$ cat src/rtl/pc_reg_ext.sv
// Program-counter register for the fetch stage: reset vector, sequential increment,
// flush/branch redirects, a pending branch target held across stalls, and a misaligned-fetch flag.
module pc_reg_ext #(
    parameter int unsigned ADDR_W    = 32,
    parameter logic [31:0] RESET_VEC = 32'h0000_0000,
    parameter int unsigned PC_INC    = 4,
    parameter int unsigned STALL_W   = 6
) (
    input  logic                clk,
    input  logic                rst,
    input  logic [STALL_W-1:0]  stall,
    input  logic                flush,
    input  logic [ADDR_W-1:0]   new_pc,
    input  logic                branch_flag_i,
    input  logic [ADDR_W-1:0]   branch_target_address_i,
    output logic [ADDR_W-1:0]   pc,
    output logic                ce,
    output logic                pc_misaligned
);

    localparam logic [ADDR_W-1:0] RST_PC  = ADDR_W'(RESET_VEC);
    localparam logic [ADDR_W-1:0] INC_VAL = ADDR_W'(PC_INC);

    logic              pend_valid;
    logic [ADDR_W-1:0] pend_target;

    logic [ADDR_W-1:0] pc_n;
    logic              ce_n;
    logic              mis_n;
    logic              pend_valid_n;
    logic [ADDR_W-1:0] pend_target_n;

    // Only stall[0] gates the PC; the upper stages' bits are intentionally ignored.
    logic unused_stall;
    assign unused_stall = ^stall;

    // State register.
    always_ff @(posedge clk or posedge rst) begin
        if (rst) begin
            pc            <= RST_PC;
            ce            <= 1'b0;
            pc_misaligned <= 1'b0;
            pend_valid    <= 1'b0;
            pend_target   <= '0;
        end else begin
            pc            <= pc_n;
            ce            <= ce_n;
            pc_misaligned <= mis_n;
            pend_valid    <= pend_valid_n;
            pend_target   <= pend_target_n;
        end
    end

    // Next-pc selection: flush > stall > live branch > pending branch > increment.
    always_comb begin
        pc_n          = pc;
        ce_n          = 1'b1;
        mis_n         = pc_misaligned;
        pend_valid_n  = pend_valid;
        pend_target_n = pend_target;

        if (!ce) begin
            pc_n          = RST_PC;
            mis_n         = 1'b0;
            pend_valid_n  = 1'b0;
            pend_target_n = '0;
        end else if (flush) begin
            pc_n         = new_pc;
            pend_valid_n = 1'b0;
            mis_n        = |new_pc[1:0];
        end else if (stall[0]) begin
            if (branch_flag_i) begin
                pend_valid_n  = 1'b1;
                pend_target_n = branch_target_address_i;
            end
        end else if (branch_flag_i) begin
            pc_n         = branch_target_address_i;
            pend_valid_n = 1'b0;
            mis_n        = |branch_target_address_i[1:0];
        end else if (pend_valid) begin
            pc_n         = pend_target;
            pend_valid_n = 1'b0;
            mis_n        = |pend_target[1:0];
        end else begin
            pc_n  = pc + INC_VAL;
            mis_n = |pc_n[1:0];
        end
    end

endmodule

$ cat config.mk
export PLATFORM = sky130hd
export DESIGN_NAME = pc_reg_ext
export DESIGN_NICKNAME = d
export VERILOG_FILES = /design/src/rtl/pc_reg_ext.sv
export SDC_FILE = /design/constraint.sdc
export NUM_CORES = 1
export LEC_CHECK = 0
export CAP_MARGIN = 40
export CORE_ASPECT_RATIO = 1.2
export CORE_MARGIN = 2
export CORE_UTILIZATION = 49
export CTS_CLUSTER_SIZE = 8
export DETAILED_ROUTE_END_ITERATION = 6
export GPL_TIMING_DRIVEN = 0
export PLACE_DENSITY = 0.81
export SLEW_MARGIN = 15
export SYNTH_ARGS = -nofsm -noshare
export SYNTH_HDL_FRONTEND = slang
export SYNTH_SLANG_ARGS = --single-unit
$ cat constraint.sdc
create_clock -name clk -period 2.9 [get_ports clk]
set_clock_uncertainty 0.1 [all_clocks]
set_input_delay 0.58 -clock clk [delete_from_list [all_inputs] [get_ports clk]]
set_output_delay 0.58 -clock clk [all_outputs]
set_load 0.02 [all_outputs]
==> metrics, run 1 <==
RSZ-0062 raised after global routing no; die area 0.00897 mm^2; Critical Path RT 3.10 ns; ANT cells 0; Clk pwr share 34.0%; clock-pin slew on the worst setup and hold paths 0.08 ns; Period minus WS final 2.83 ns; Hold Path Depth 1; initial antenna violation count 0; via count 4478; final hold viol count 0; final-stage net count 652; Finish-stage setup viols 0; I/O Pins 108; initial core utilization 50.0%; DP Wirelength 10.2 mm; run status finished, violations left; XOR/XNOR Fraction of Synth Area 2.61%; Sequential Power Share 44.0%; clock latency on the worst-skew pair 0.36 ns; largest net degree at the start of global routing 44; CTS tree yes; top-count cell post-synth dfrtp_1; Crit Path Max Fanout 10; Yosys reg bits 67; synth top area cells dfrtp_1 (42%), a22o_1 (7.4%), o21ai_0 (5.5%); dpl ws -0.171 ns; hold_sp pend_target[21]$_DFFE_PP0P_; clock sinks 67; post-synthesis mux area share 1.24%; slowest CP cell clkbuf_1; leakage 2.17 nW; main combinational cell family by area after synthesis compound AO/OA/AOI/OAI gates; Setup WS post-layout 0.0671 ns; GP Congestion 0.980; CP arrival 3.03 ns; Hold EP pend_target[21]$_DFFE_PP0P_; Max Clk Rate 0.353 GHz; Slew Limit Fails 0; Rel. slew slack 36.0%; root buf cell clkbuf_8; crit-path cells clkdlybuf4s50_1 -> nor2b_1 -> clkbuf_1 -> nor2b_1 -> clkbuf_1 -> o221ai_1 -> o21bai_1 -> a221o_1; Max H-tree Level 3; Bufs and invs on worst path 3; CP max stage delay 0.54 ns; Post-Syn Nets 537; Antenna Violating Nets Remaining 0; critical path type in2reg; clk buf depth 2; first-pass GRT wire length 22.4 mm; maxcap violations 0; worst min-delay path category reg2reg; Switching Fraction 30.9%; Psw 0.733 mW; internal power 1.64 mW; Worst Setup End Kind flip-flop; leading area contributor after synthesis dfrtp_1; vias per cell 6.61; Worst Setup Start Kind input port; Die H 103 um; Seq/Total Area, Yosys 41.6%; Yosys top cell area share 41.6%; Worst Max-Slew Pin Slew 0.951 ns; CTS Buf Count 9; EDFF count, synth 0; Worst R2R End pc[11]$_DFFE_PP0N_; Rows 36; Starting DRT DRC Count 564; Post-DP Area 0.00520 mm^2; Peak VDD IR 0.251 mV; Post-Synth Adder-Cell Area 0.310%; failing checks DRC; most frequent cells after synthesis dfrtp_1 (67), nand2_1 (48), o21ai_0 (44); worst reg2reg startpoint ce$_DFF_PP0_; grt total ovfl 0; pwr/cell area 439 mW/mm^2; Simple-Gate Fraction of Synth Area 19.3%; cells after synthesis 462; WL final 14.6 mm; Synth Flop Type dfrtp_1; Reg2Reg Depth 7; wire per inst 21.5 um; Syn-to-layout area delta 34.1%; Total Routing Usage GR 33.1%; number of port buffers 102; Comb pwr share 22.0%; Final Cell Area 0.00541 mm^2; fin crit share 97.7%; TritonRoute pass-1 iters 7; Compound-Gate Fraction of Synth Area 30.0%; Synth cell types 58; reg2reg setup slack 0.29 ns; vias in the first global route 4426; CTS Hold Bufs 0; Die X 86.8 um; Worst path top cell family by delay buffers and inverters; Core Region 0.00806 mm^2; DRC 1; mapped cell area 0.00403 mm^2; Yosys warning count 0; syn avg cell area 8.72 um^2; async set-or-reset flop fraction in the synthesized netlist 100%; fraction of layout cells with a size suffix above 1 4.98%
power by group through the flow:
stage,logic [mW],clock network [mW],registers [mW]
5_1_grt,0.558,0.845,1.05
3_3_place_gp,0.492,0,1.06
4_1_cts,0.512,0.800,1.04
6_report,0.521,0.807,1.04
2_1_floorplan,0.211,0,1.09
3_5_place_dp,0.508,0,1.06
sequential cells by signal, indices dropped and copies added, names as in the netlist:
name           cells
pc_misaligned      1
pend_target       32
pend_valid         1
pc                32
ce                 1
layer usage:
layer / global-route usage, % / vias to the layer above / share of wire (%)
met5: 0 / - / 0
met4: 17.9 / 0 / 4.2
met2: 55.5 / 323 / 49
met1: 40.7 / 2130 / 38
met3: 5.71 / 59 / 9.3
li1: - / 1966 / -
per-stage QoR:
| stage | hold slack, ns | total power [mW] | utilization (%) | cells | TNS, ns |
|---|---|---|---|---|---|
| floorplan | 0.364 | 1.30 | - | 462 | 0 |
| global placement | 0.388 | 1.55 | 64.1 | 659 | -45.07 |
| detailed placement | 0.383 | 1.57 | 64.5 | 660 | -1.35 |
| CTS | 0.403 | 2.35 | 66.9 | 676 | 0 |
| global route | 0.431 | 2.45 | 67.0 | 677 | 0 |
| finish | 0.411 | 2.37 | 67.0 | 677 | 0 |
repair_timing:
item,in CTS,in global routing
gates resized for setup,0,6
setup endpoints to repair,0,6
hold endpoints to repair,0,0
setup buffers,0,0
worst max path at each step:
| stage | startpoint | end | cells past startpoint |
|---|---|---|---|
| floorplan | rst | ce$_DFF_PP0_ | 1 |
| global placement | rst | pend_target[27]$_DFFE_PP0P_ | 2 |
| detailed placement | stall[0] | pc[13]$_DFFE_PP0N_ | 7 |
| CTS | stall[0] | pc[13]$_DFFE_PP0N_ | 7 |
| global route | flush | pc[11]$_DFFE_PP0N_ | 8 |
| finish | flush | pc[11]$_DFFE_PP0N_ | 8 |
cell families (layout without fill, tap and decap cells):
kind of cell	Yosys count	in the layout
other	1	1
XOR/XNOR	12	12
AO/OA/AOI/OAI	175	175
flip-flops	67	67
AND/OR/NAND/NOR	150	150
adder cells (fa/ha/maj)	1	1
multiplexers	5	5
buffers and inverters	51	171
cells in the final DEF, fill, tap and decap left out, drive strengths merged, types with 8 or more instances in the layout:
master / instances
a211oi: 11
a21oi: 22
a31oi: 9
nand2: 48
clkdlybuf4s50: 102
o21ai: 46
nor3: 10
nor2b: 8
inv: 12
and3: 11
nand3: 12
nor2: 22
dfrtp: 67
clkbuf: 46
a22o: 34
layout make-up:
class	count	area (um^2)
Clock inverter	5	52.6
Sequential cell	67	1680
Fill cell	654	2660
Timing Repair Buffer	104	1060
Clock buffer	11	141
Buffer	39	154
Tap cell	95	119
Inverter	12	47.5
Multi-Input combinational cell	344	2160
Note: power is estimated with default switching activity, not from simulation.
==> run 2: changes to the inputs <==
--- a/config.mk
+++ b/config.mk
@@ -13,6 +13,7 @@
 export DETAILED_ROUTE_END_ITERATION = 6
 export GPL_TIMING_DRIVEN = 0
 export PLACE_DENSITY = 0.81
+export RECOVER_POWER = 50
 export SLEW_MARGIN = 15
 export SYNTH_ARGS = -nofsm -noshare
 export SYNTH_HDL_FRONTEND = slang
==> run 2 against run 1 <==
The flow now finishes without violations. Sequential share of layout area about the same. Clock power about the same. Flip-flop and latch count unchanged. Wire length unchanged. Maximum frequency down 1.2%. First-iteration DRC count up 1.1%. Final cell count unchanged. Power down 0.24%. Largest power group unchanged. Critical path depth unchanged. Count of clock-buffer cells in the layout unchanged.
==> metrics, run 2 (synthesis results as in run 1) <==
run status completed; Max Clk Rate 0.349 GHz; GP Congestion 0.980; root buf cell clkbuf_8; Critical Path RT 3.10 ns; Post-CTS Repair Setup Buffers 0; internal power 1.64 mW; Bufs and invs on worst path 3; initial core utilization 50.0%; fin cells 677; Clk pwr share 34.1%; worst min-delay path category reg2reg; Sequential Power Share 44.1%; Core Region 0.00806 mm^2; Comb pwr share 21.8%; most frequent cells in the layout clkdlybuf4s50_1 (86), dfrtp_1 (67), nand2_1 (48); fraction of layout cells with a size suffix above 1 4.98%; maxcap violations 0; Starting DRT DRC Count 570; Crit Path Max Fanout 10; number of port buffers 102; fin crit share 98.8%; DRC 0; CTS Hold Bufs 0; I/O Pins 108; WL final 14.6 mm; Setup WS post-layout 0.0340 ns; Setup TNS Final 0 ns; Slew Limit Fails 0; wire per inst 21.5 um; DP Wirelength 10.2 mm; final hold viol count 0; critical path type in2reg; ANT cells 0; vias per cell 6.61; Total Routing Usage GR 33.1%; clock sinks 67; Max H-tree Level 3; Worst Max-Slew Pin Slew 1.20 ns; slowest CP cell clkbuf_1; hold slack final 0.404 ns; Syn-to-layout area delta 34.1%; clock latency on the worst-skew pair 0.36 ns; Period minus WS final 2.87 ns; Rel. slew slack 19.3%; leakage 2.19 nW; final-stage net count 652; biggest regs pc (32), pend_target (32); Worst Setup End Kind flip-flop; Peak VDD IR 0.254 mV; total power 2.37 mW; Antenna Violating Nets Remaining 0; die area 0.00897 mm^2; grt total ovfl 0; pwr/cell area 438 mW/mm^2; RSZ-0062 raised after global routing no; placed cell count 660; CTS Buf Count 9; clock-pin slew on the worst setup and hold paths 0.08 ns; Finish-stage setup viols 0; CP max stage delay 0.54 ns; Die H 103 um; Worst path top cell family by delay buffers and inverters; CTS tree yes; crit-path cells clkdlybuf4s50_1 -> nor2b_1 -> clkbuf_1 -> nor2b_1 -> clkbuf_1 -> o221ai_1 -> o21bai_1 -> a221o_1; largest net degree at the start of global routing 44; TritonRoute pass-1 iters 6; Psw 0.733 mW; Switching Fraction 30.9%; clk buf depth 2; first-pass GRT wire length 22.4 mm; most common cell after layout, fill and taps aside clkdlybuf4s50_1; CP arrival 3.07 ns; Die X 86.8 um; initial antenna violation count 0; dpl ws -0.171 ns; via count 4475; Worst Setup Start Kind input port; Rows 36; vias in the first global route 4426
## run 2: path summary, 6_finish.rpt
check	from	to	cells past startpoint	slack, ns
worst max-delay path	flush	pc[11]$_DFFE_PP0N_	8	0.03
worst max register to register	ce$_DFF_PP0_	pc[11]$_DFFE_PP0N_	7	0.26
max in group asynchronous	rst	pc[18]$_DFFE_PP0N_	3	1.15
min in group asynchronous	rst	pend_target[11]$_DFFE_PP0P_	2	0.81
worst min-delay path	pend_target[18]$_DFFE_PP0P_	pend_target[18]$_DFFE_PP0P_	1	0.40
worst min register to register	pend_target[18]$_DFFE_PP0P_	pend_target[18]$_DFFE_PP0P_	1	0.40
## run 2: area by class of cell
| type | instances | area (um^2) |
|---|---|---|
| fill | 654 | 2660 |
| multi-input combinational | 344 | 2160 |
| sequential | 67 | 1680 |
| timing repair buffer | 104 | 1060 |
| buffer | 39 | 154 |
| clock buffer | 11 | 141 |
| tap | 95 | 119 |
| clock inverter | 5 | 52.6 |
| inverter | 12 | 46.3 |
## run 2: worst register-to-register path, cell delays in order, from the launching register on
cell and delay (ns):
dfrtp_1 0.38, nor2b_1 0.21, clkbuf_1 0.46, nor2b_1 0.22
clkbuf_1 0.54, o221ai_1 0.29, o21bai_1 0.20, a221o_1 0.17
## run 2: power by group through the flow
stage / clock [mW] / combinational [mW] / sequential, mW
6_report: 0.808 / 0.515 / 1.04
2_1_floorplan: 0 / 0.211 / 1.09
5_1_grt: 0.845 / 0.552 / 1.05
3_3_place_gp: 0 / 0.492 / 1.06
3_5_place_dp: 0 / 0.508 / 1.06
4_1_cts: 0.800 / 0.512 / 1.04
## run 2: layer usage
layer | GRT usage (%) | up-vias | part of all wire (%)
met1 | 40.7 | 2135 | 38
met5 | 0 | - | 0
met3 | 5.71 | 84 | 9.2
li1 | - | 1969 | -
met4 | 17.9 | 0 | 4.8
met2 | 55.5 | 287 | 48
## run 2: repair_timing
item,4_1_cts,5_1_grt
setup endpoints to repair,0,6
hold endpoints to repair,0,0
resized for setup,0,6
## run 2: through the flow
step	util (%)	instance area (um^2)
3_5_place_dp	64.5	5200
4_1_cts	66.9	5390
3_3_place_gp	64.1	5170
6_report	67.0	5400
5_1_grt	67.0	5400
2_1_floorplan	-	4030
==> run 3: changes to the inputs <==
--- a/config.mk
+++ b/config.mk
@@ -9,6 +9,7 @@
 export CORE_ASPECT_RATIO = 1.2
 export CORE_MARGIN = 2
 export CORE_UTILIZATION = 49
+export CTS_CLUSTER_DIAMETER = 50
 export CTS_CLUSTER_SIZE = 8
 export DETAILED_ROUTE_END_ITERATION = 6
 export GPL_TIMING_DRIVEN = 0
==> results of run 3 <==
Final layout, timing and power as in run 2 (identical DEF).
